[src/rtl/fifo_pkg.sv]
// Shared constants for the programmable-threshold synchronous FIFO:
// read-mode selectors and the count/pointer width helper.
package fifo_pkg;

    localparam int FWFT_OFF = 0;  // registered read, one-cycle latency
    localparam int FWFT_ON  = 1;  // head entry visible combinationally

    // Pointer/count width: address bits plus one wrap bit.
    function automatic int cw_of(input int depth);
        return $clog2(depth) + 1;
    endfunction

endpackage

[src/rtl/fifo_ptr.sv]
// One wrap-bit FIFO pointer: increments modulo 2^CW, synchronous clear
// has priority over increment, asynchronous active-low reset.
module fifo_ptr #(
    parameter int CW = 4
) (
    input  logic          clk,
    input  logic          rest,
    input  logic          clear,
    input  logic          inc,
    output logic [CW-1:0] ptr
);

    always_ff @(posedge clk or negedge rest) begin
        if (!rest) begin
            ptr <= '0;
        end else if (clear) begin
            ptr <= '0;
        end else if (inc) begin
            ptr <= ptr + CW'(1);
        end
    end

endmodule

[src/rtl/fifo_sync_prog.sv]
// Synchronous FIFO with runtime almost-full/almost-empty thresholds,
// sticky overflow/underflow flags and a selectable FWFT or registered read.
module fifo_sync_prog
    import fifo_pkg::*;
#(
    parameter int DEPTH = 8,              // power of two, 2..256
    parameter int WIDTH = 32,
    parameter int FWFT  = FWFT_ON,
    parameter int CW    = cw_of(DEPTH)
) (
    input  logic             clk,
    input  logic             rest,
    input  logic             flush,
    input  logic             write,
    input  logic [WIDTH-1:0] write_data,
    input  logic             read,
    output logic [WIDTH-1:0] read_data,
    output logic             read_valid,
    output logic             full,
    output logic             empty,
    input  logic [CW-1:0]    af_level,
    input  logic [CW-1:0]    ae_level,
    output logic             almost_full,
    output logic             almost_empty,
    output logic [CW-1:0]    count,
    output logic             overflow,
    output logic             underflow
);

    localparam int AW = CW - 1;

    logic [WIDTH-1:0] mem [DEPTH];
    logic [CW-1:0]    wr_ptr;
    logic [CW-1:0]    rd_ptr;
    logic [CW-1:0]    count_w;
    logic             push_ok;
    logic             pop_ok;

    // Handshake: a push is taken on any edge where write is high and there is
    // room, or the FIFO is full but a pop is taken on the same edge; a pop is
    // taken on any edge where read is high and the FIFO is non-empty. There is
    // no backpressure signal beyond full/empty: refused requests only raise
    // the sticky overflow/underflow flags. flush overrides both.
    assign count_w      = wr_ptr - rd_ptr;
    assign count        = count_w;
    assign full         = (count_w == CW'(DEPTH));
    assign empty        = (count_w == '0);
    assign almost_full  = (count_w >= af_level);
    assign almost_empty = (count_w <= ae_level);

    assign pop_ok  = read && !empty;
    assign push_ok = write && (!full || pop_ok);

    fifo_ptr #(.CW(CW)) u_wr_ptr (
        .clk  (clk),
        .rest (rest),
        .clear(flush),
        .inc  (push_ok),
        .ptr  (wr_ptr)
    );

    fifo_ptr #(.CW(CW)) u_rd_ptr (
        .clk  (clk),
        .rest (rest),
        .clear(flush),
        .inc  (pop_ok),
        .ptr  (rd_ptr)
    );

    // Storage carries no reset so it can map onto RAM.
    always_ff @(posedge clk) begin
        if (push_ok && !flush) begin
            mem[wr_ptr[AW-1:0]] <= write_data;
        end
    end

    always_ff @(posedge clk or negedge rest) begin
        if (!rest) begin
            overflow  <= 1'b0;
            underflow <= 1'b0;
        end else if (flush) begin
            overflow  <= 1'b0;
            underflow <= 1'b0;
        end else begin
            if (write && full && !pop_ok) overflow  <= 1'b1;
            if (read && empty)            underflow <= 1'b1;
        end
    end

    if (FWFT == FWFT_ON) begin : g_fwft
        // Gated while empty so read_data reads as zero out of reset.
        assign read_data  = empty ? '0 : mem[rd_ptr[AW-1:0]];
        assign read_valid = !empty;
    end else begin : g_reg
        logic [WIDTH-1:0] rd_q;
        logic             rv_q;

        always_ff @(posedge clk or negedge rest) begin
            if (!rest) begin
                rd_q <= '0;
                rv_q <= 1'b0;
            end else if (flush) begin
                rv_q <= 1'b0;
            end else begin
                rv_q <= pop_ok;
                if (pop_ok) rd_q <= mem[rd_ptr[AW-1:0]];
            end
        end

        assign read_data  = rd_q;
        assign read_valid = rv_q;
    end

endmodule

[config.mk]
export PLATFORM = sky130hd
export DESIGN_NAME = fifo_sync_prog
export DESIGN_NICKNAME = d
export VERILOG_FILES = /design/src/rtl/fifo_pkg.sv /design/src/rtl/fifo_ptr.sv /design/src/rtl/fifo_sync_prog.sv
export SDC_FILE = /design/constraint.sdc
export NUM_CORES = 1
export LEC_CHECK = 0
export ABC_AREA = 1
export CAP_MARGIN = 15
export CELL_PAD_IN_SITES_DETAIL_PLACEMENT = 1
export CELL_PAD_IN_SITES_GLOBAL_PLACEMENT = 2
export CORE_UTILIZATION = 41
export CTS_BUF_LIST = sky130_fd_sc_hd__clkbuf_8
export CTS_CLUSTER_DIAMETER = 120
export DETAILED_ROUTE_END_ITERATION = 16
export PLACE_DENSITY_LB_ADDON = 0.12
export SLEW_MARGIN = 20
export SYNTH_ARGS = -nofsm -noshare
export SYNTH_HDL_FRONTEND = slang
export SYNTH_HIERARCHICAL = 1
export SYNTH_SLANG_ARGS = --single-unit
[constraint.sdc]
create_clock -name clk -period 5.3 [get_ports clk]
set_input_delay 1.06 -clock clk [delete_from_list [all_inputs] [get_ports clk]]
set_output_delay 1.06 -clock clk [all_outputs]
set_load 0.02 [all_outputs]
======== After elaboration in Yosys (flattened, before gate mapping) ========
Memory sizes are Yosys's and may differ from the RTL's.
Index checks and enable logic that the tools add are counted.
storage, ports and cells
  memories ................................ 1
  memory bits (writable) .................. 256
  logic and storage cells ................. 38
  output and inout bits ................... 43
  input port bits ......................... 45
  flip-flop bits (word level) ............. 10
memory list
  memory  depth  bits a word  read ports  clocked after Yosys merged registers in  wr ports  RTL line              RTL
  mem     8      32           1           0                                        1         fifo_sync_prog.sv:32  logic [WIDTH-1:0] mem [DEPTH];
cells by class
  multiplexer cells ....................... 11
  reduce and logical (&&, ||, !) cells .... 16
  order comparisons ....................... 2
  $add $sub $neg .......................... 3
  equal/unequal tests ..................... 1
operators by type and width
  kind                                          count
  2-to-1 mux 32 bit                             1
  2-to-1 mux 4 bit                              4
  adder 4 x 1 -> 4 bit (second input constant)  2
  nonzero test 2 bit                            4
  logical AND 1 bit                             6
  2-to-1 mux 1 bit                              6
  equality test 4 bit (second input constant)   1
  greater-or-equal comparator 4 bit             1
  <= comparator 4 bit                           1
  logical NOT 1 bit                             4
  logical NOT 4 bit                             1
  subtractor 4 bit                              1
  logical OR 1 bit                              1

======== Logic depth before layout (Yosys ltp) ========
  depth after elaboration ................. 9
  mapped depth ............................ 18
  depth with buffers taken out ............ 16

======== By module ========
Netlist, hierarchy kept.
by module, submodules not included
  module          area each (um^2)  times used  seq. area each (um^2)  cells each
  fifo_sync_prog  11051.8           1           7737.4                 977
  fifo_ptr        201.4             2           100.1                  24

======== Worst setup path after synthesis ========
No wires, ideal clock.
  path type ............................... reg2reg
  start ................................... register u_rd_ptr.ptr[1]
  end ..................................... memory mem[0][0] (enable)
  required time ........................... 4.879 ns
  path buffers ............................ 3
  stages on the path, launching flop included .. 11
  period minus slack after synthesis ...... 3.949 ns
  arrival ................................. 3.528 ns
  setup time .............................. 0.421 ns
  setup slack ............................. 1.351 ns
  path through ............................ dfrtp_1 > buf_4 > inv_2 > buf_6 > buf_4 > fa_1 > xor2_1 > nor2_2 > nand3_1 > nand3_2 > nor2_1
between the ends
  word-level cells in the longest chain between the ends .. 9
  elaborated cells on any way between the ends .. 11
  classes of those cells .................. add/sub: 1; eq/ne: 1; mux: 2; reduce/logical: 7
ends and longest elaborated chain
  item                                        RTL line              RTL
  from (decl)                                 fifo_ptr.sv:10        output logic [CW-1:0] ptr
  from (signal assigned)                      fifo_ptr.sv:19        ptr <= ptr + CW'(1);
  subtractor 4 bit (*)                        fifo_sync_prog.sv:44  assign count_w = wr_ptr - rd_ptr;
  named net count[2]                          fifo_sync_prog.sv:25  output logic [CW-1:0] count,
  logical NOT 4 bit                           fifo_sync_prog.sv:47  assign empty = (count_w == '0);
  logical NOT 1 bit                           fifo_sync_prog.sv:51  assign pop_ok = read && !empty;
  logical AND 1 bit                           fifo_sync_prog.sv:51
  logical OR 1 bit (*)                        fifo_sync_prog.sv:52  assign push_ok = write && (!full || pop_ok);
  logical AND 1 bit (*)                       fifo_sync_prog.sv:52
  logical AND 1 bit (*)                       fifo_sync_prog.sv:72  if (push_ok && !flush) begin
  2-to-1 mux 1 bit (*)                        fifo_sync_prog.sv:72
  2-to-1 mux 1 bit (not written as such) (*)  fifo_sync_prog.sv:73  mem[wr_ptr[AW-1:0]] <= write_data;
  to (decl)                                   fifo_sync_prog.sv:32
The timed path passes the listed nets; every way through them passes the cells marked *.

======== Worst setup path in the final report ========
  start ................................... register u_wr_ptr.ptr[0]
  end ..................................... output port read_data[18]
between the ends
  word-level cells in the longest chain between the ends .. 3
ends and longest elaborated chain
  item                    RTL line              RTL
  from (decl)             fifo_ptr.sv:10
  from (signal assigned)  fifo_ptr.sv:19
  subtractor 4 bit        fifo_sync_prog.sv:44
  logical NOT 4 bit       fifo_sync_prog.sv:47
  2-to-1 mux 32 bit       fifo_sync_prog.sv:92  assign read_data = empty ? '0 : mem[rd_ptr[AW-1:0]];
  to (decl)               fifo_sync_prog.sv:17  output logic [WIDTH-1:0] read_data,
Every way passes these cells.

==> reports/qor.csv <==
stage;metric;value;unit
yosys;yosys_warnings;6;
yosys;synth_ff_type;edfxtp_1;
critical_path;crit_required;4.24;ns
power;p_sw;2.92;mW
critical_path;arrival;3.72;ns
yosys;synth_cells;1025;
floorplanning;rows;60;
sta;setup_viol_count_final;0;
critical_path;worstPathMaxFanout;20;
critical_path;crit_chain;inv_1 > ha_1 > inv_1 > fa_1 > or2_0 > nor2_2 > inv_2 > nor2_4 > buf_12 > nor2_1 > clkdlybuf4s50_1;
critical_path;path_delay_family;buffers and inverters;
final_layout;drive_gt1_share;7.61;%
yosys;avgSynthCellArea;11.2;um2
power;p_leak;5.26;nW
global_route;use_met1;25.0;%
sta;worstMarginPinSlew;1.01;ns
final_layout;nFillCells;2954;
critical_path;startpoint;u_wr_ptr/ptr[0];
yosys;ys_types;26;
global_route;first_global_vias;7468;
worst_hold_path;hp-class;flip-flop to flip-flop;
critical_path;r2r_slack;1.64;ns
run;cap_viol_max_count;0;
global_route;busiest_layer;met2;
floorplanning;num_io_pins;88;
worst_hold_path;hold_start;underflow;
floorplanning;coreArea;0.0272;mm2
clock_tree;cts.path.max_buffers;3;
yosys;synthSimpleGateAreaFrac;9.07;%
status;status;complete, no violations;
global_route;grt_use_met3;3.13;%
power;clock_power_share;21.2;%
detailed_routing;wirelength;26.1;mm
floorplanning;die_area;0.0286;mm2
sta;skew;0.0178;ns
critical_path;slowest_stage;clkdlybuf4s50_1;
clock_tree;clock_tree.root_cell;clkbuf_8;
final_layout;area_growth;17.3;%
power;sw_frac_of_total;38.9;%
sta;setup_tns;0;ns
global_route;antenna_found_initial;0;
detailed_routing;dr.first_iter.drc_count;286;
detailed_routing;wire_per_inst;17.1;um
clock_tree;clkTransAtPathRegs;0.06;ns
power;vdd_drop_max;253;uV
global_route;grt_max_degree;105;
sta;hold_viol;0;
power;comb_power_share;45.6;%
sta;whs;0.513;ns
final_layout;nets;1182;
detailed_routing;dr.pass1.iters;4;
sta;period_minus_slack;4.78;ns
critical_path;crit_top_cell;inv_1;
critical_path;critPathMaxStageDelay;0.53;ns
floorplanning;die_h;169;um
yosys;synth_fp_nets;1083;
yosys;syn-cell-area;0.0115;mm2
clock_tree;htreeDepth;2;
power;p_int;4.57;mW
yosys;synth_seq_area_share;69.3;%
yosys;synth-edff-count;256;
sta;fmax;0.209;GHz
critical_path;worst_r2r_startpoint;u_wr_ptr/ptr[0];
yosys;synthXorXnorAreaFrac;0.0765;%
yosys;ys_ff_latch;266;
sta;slew-limit-headroom;32.4;%
critical_path;path_buf_inv;5;
global_route;met2_usage;32.2;%
floorplanning;die_w;169;um
clock_tree;cts_made_buffers;46;
final_layout;mostFrequentLayoutCells;edfxtp_1, inv_1, a21oi_1;
clock_tree;cts_resized;0;
critical_path;startpoint_type;flip-flop;
yosys;synth_adder_area_share;1.49;%
sta;period_share;90.2;%
global_route;grt_pass1_wl;41.0;mm
sta;rsz0062_at_grt;false;
power;seqPwrFrac;33.2;%
sta;maxSlewViolCount;0;
place;hpwl;14.4;mm
final_layout;n_antenna_cell;0;
clock_tree;postCtsSetupRepairBufs;0;
floorplanning;start_util;42.2;%
clock_tree;cts_hold_buf;0;
critical_path;cp-end-kind;output port;
final_layout;layout_commonest_cell;edfxtp_1;
detailed_routing;vias;7466;
detailed_routing;vias_per_cell;4.89;
detailed_routing;drtAntennaViolNets;0;
global_route;groute.usage.overall;18.9;%
clock_tree;cts_sinks;266;
global_route;overflow;0;
clock_tree;clk_latency;0.55;ns
yosys;async_reset_ff_share;3.76;%
yosys;synth_top_family_by_area;compound AO/OA/AOI/OAI gates;
place;gp_congestion;0.770;
place;io_buffers;87;
critical_path;worstSetupPathType;flip-flop to output port;
yosys;synth_compound_area_share;11.9;%
detailed_routing;drc_errors;0;
power;powerDensity;557;mW/mm2
yosys;synth_mux_area_share;0;%
clock_tree;cts_tree;built;
[cells in the mapped netlist, types with 5 or more instances]
cell      number  area, um2
o21ai_0       14       70.1
a21oi_1      140        701
buf_1          5       18.8
nand2_1      122        458
ha_1          12        150
buf_4          7       52.6
nand3_1       15       75.1
buf_6         11        124
clkbuf_1      15       56.3
dfrtp_1       10        250
o21ai_1      116        581
edfxtp_1     256       7690
inv_1        160        601
nor2_1       113        424
buf_2         13       65.1
[sequential cells by signal, indices dropped and copies added, names as in the netlist]
| register | flops |
|---|---|
| overflow | 1 |
| u_wr_ptr/ptr | 4 |
| underflow | 1 |
| mem | 256 |
| u_rd_ptr/ptr | 4 |
[area by class of cell]
cell class / instances / area (um2) / area share (%)
Inverter: 162 / 608 / 4.53
Clock inverter: 33 / 133 / 0.987
Tap cell: 372 / 465 / 3.46
Multi-Input combinational cell: 545 / 2640 / 19.6
Timing Repair Buffer: 103 / 1000 / 7.47
Clock buffer: 47 / 647 / 4.81
Sequential cell: 266 / 7940 / 59.1
[power groups by stage]
stage / Combinational (mW) / Sequential, mW / Clock [mW]
finish: 3.41 / 2.48 / 1.59
global route: 3.78 / 2.49 / 1.73
CTS: 3.49 / 2.49 / 1.65
detailed placement: 3.47 / 2.53 / 0
global placement: 3.43 / 2.52 / 0
floorplan: 2.19 / 2.53 / 0
[metrics by stage]
stage / power (mW) / cells / worst slack (ns) / util, % / instance area (um2)
after floorplan: 4.72 / 1025 / 1.35 / - / 11500
after global placement: 5.96 / 1448 / 1.11 / 46.6 / 12700
after detailed placement: 6.00 / 1448 / 1.01 / 46.6 / 12700
after CTS: 7.62 / 1528 / 0.426 / 49.4 / 13400
after global routing: 8.01 / 1528 / 0.281 / 49.4 / 13400
final: 7.49 / 1528 / 0.519 / 49.4 / 13400
[path summary, 6_finish.rpt]
path,to,cells after the start
worst max register to register,mem[7][13],10
min in group asynchronous,u_rd_ptr/ptr[0],1
worst max-delay path,read_data[18],11
max in group asynchronous,u_rd_ptr/ptr[0],1
worst min-delay path,underflow,2
worst min register to register,underflow,2
[layer usage]
| layer | up-vias | wire (um) |
|---|---|---|
| met3 | 40 | 867 |
| met5 | - | 0 |
| met2 | 117 | 12800 |
| met4 | 0 | 446 |
| met1 | 3636 | 12000 |
| li1 | 3673 | - |
[worst register-to-register path, cell delays in order, from the launching register on]
cell and delay, ns:
dfrtp_1 0.45, inv_1 0.16, ha_1 0.16, inv_1 0.06
fa_1 0.38, xor2_1 0.38, nor2_2 0.11, nand3_1 0.13
nand3_2 0.36, nor2_4 0.67, buf_4 0.45
[kinds of logic after synthesis]
logic type / after synthesis
DFF: 266
adders and majority gates: 13
buffers and inverters: 214
AOI/OAI and AO/OA: 271
and+or+nand+nor: 260
xor gates and xnor gates: 1
No activity file was read; power rests on OpenSTA's default activity.
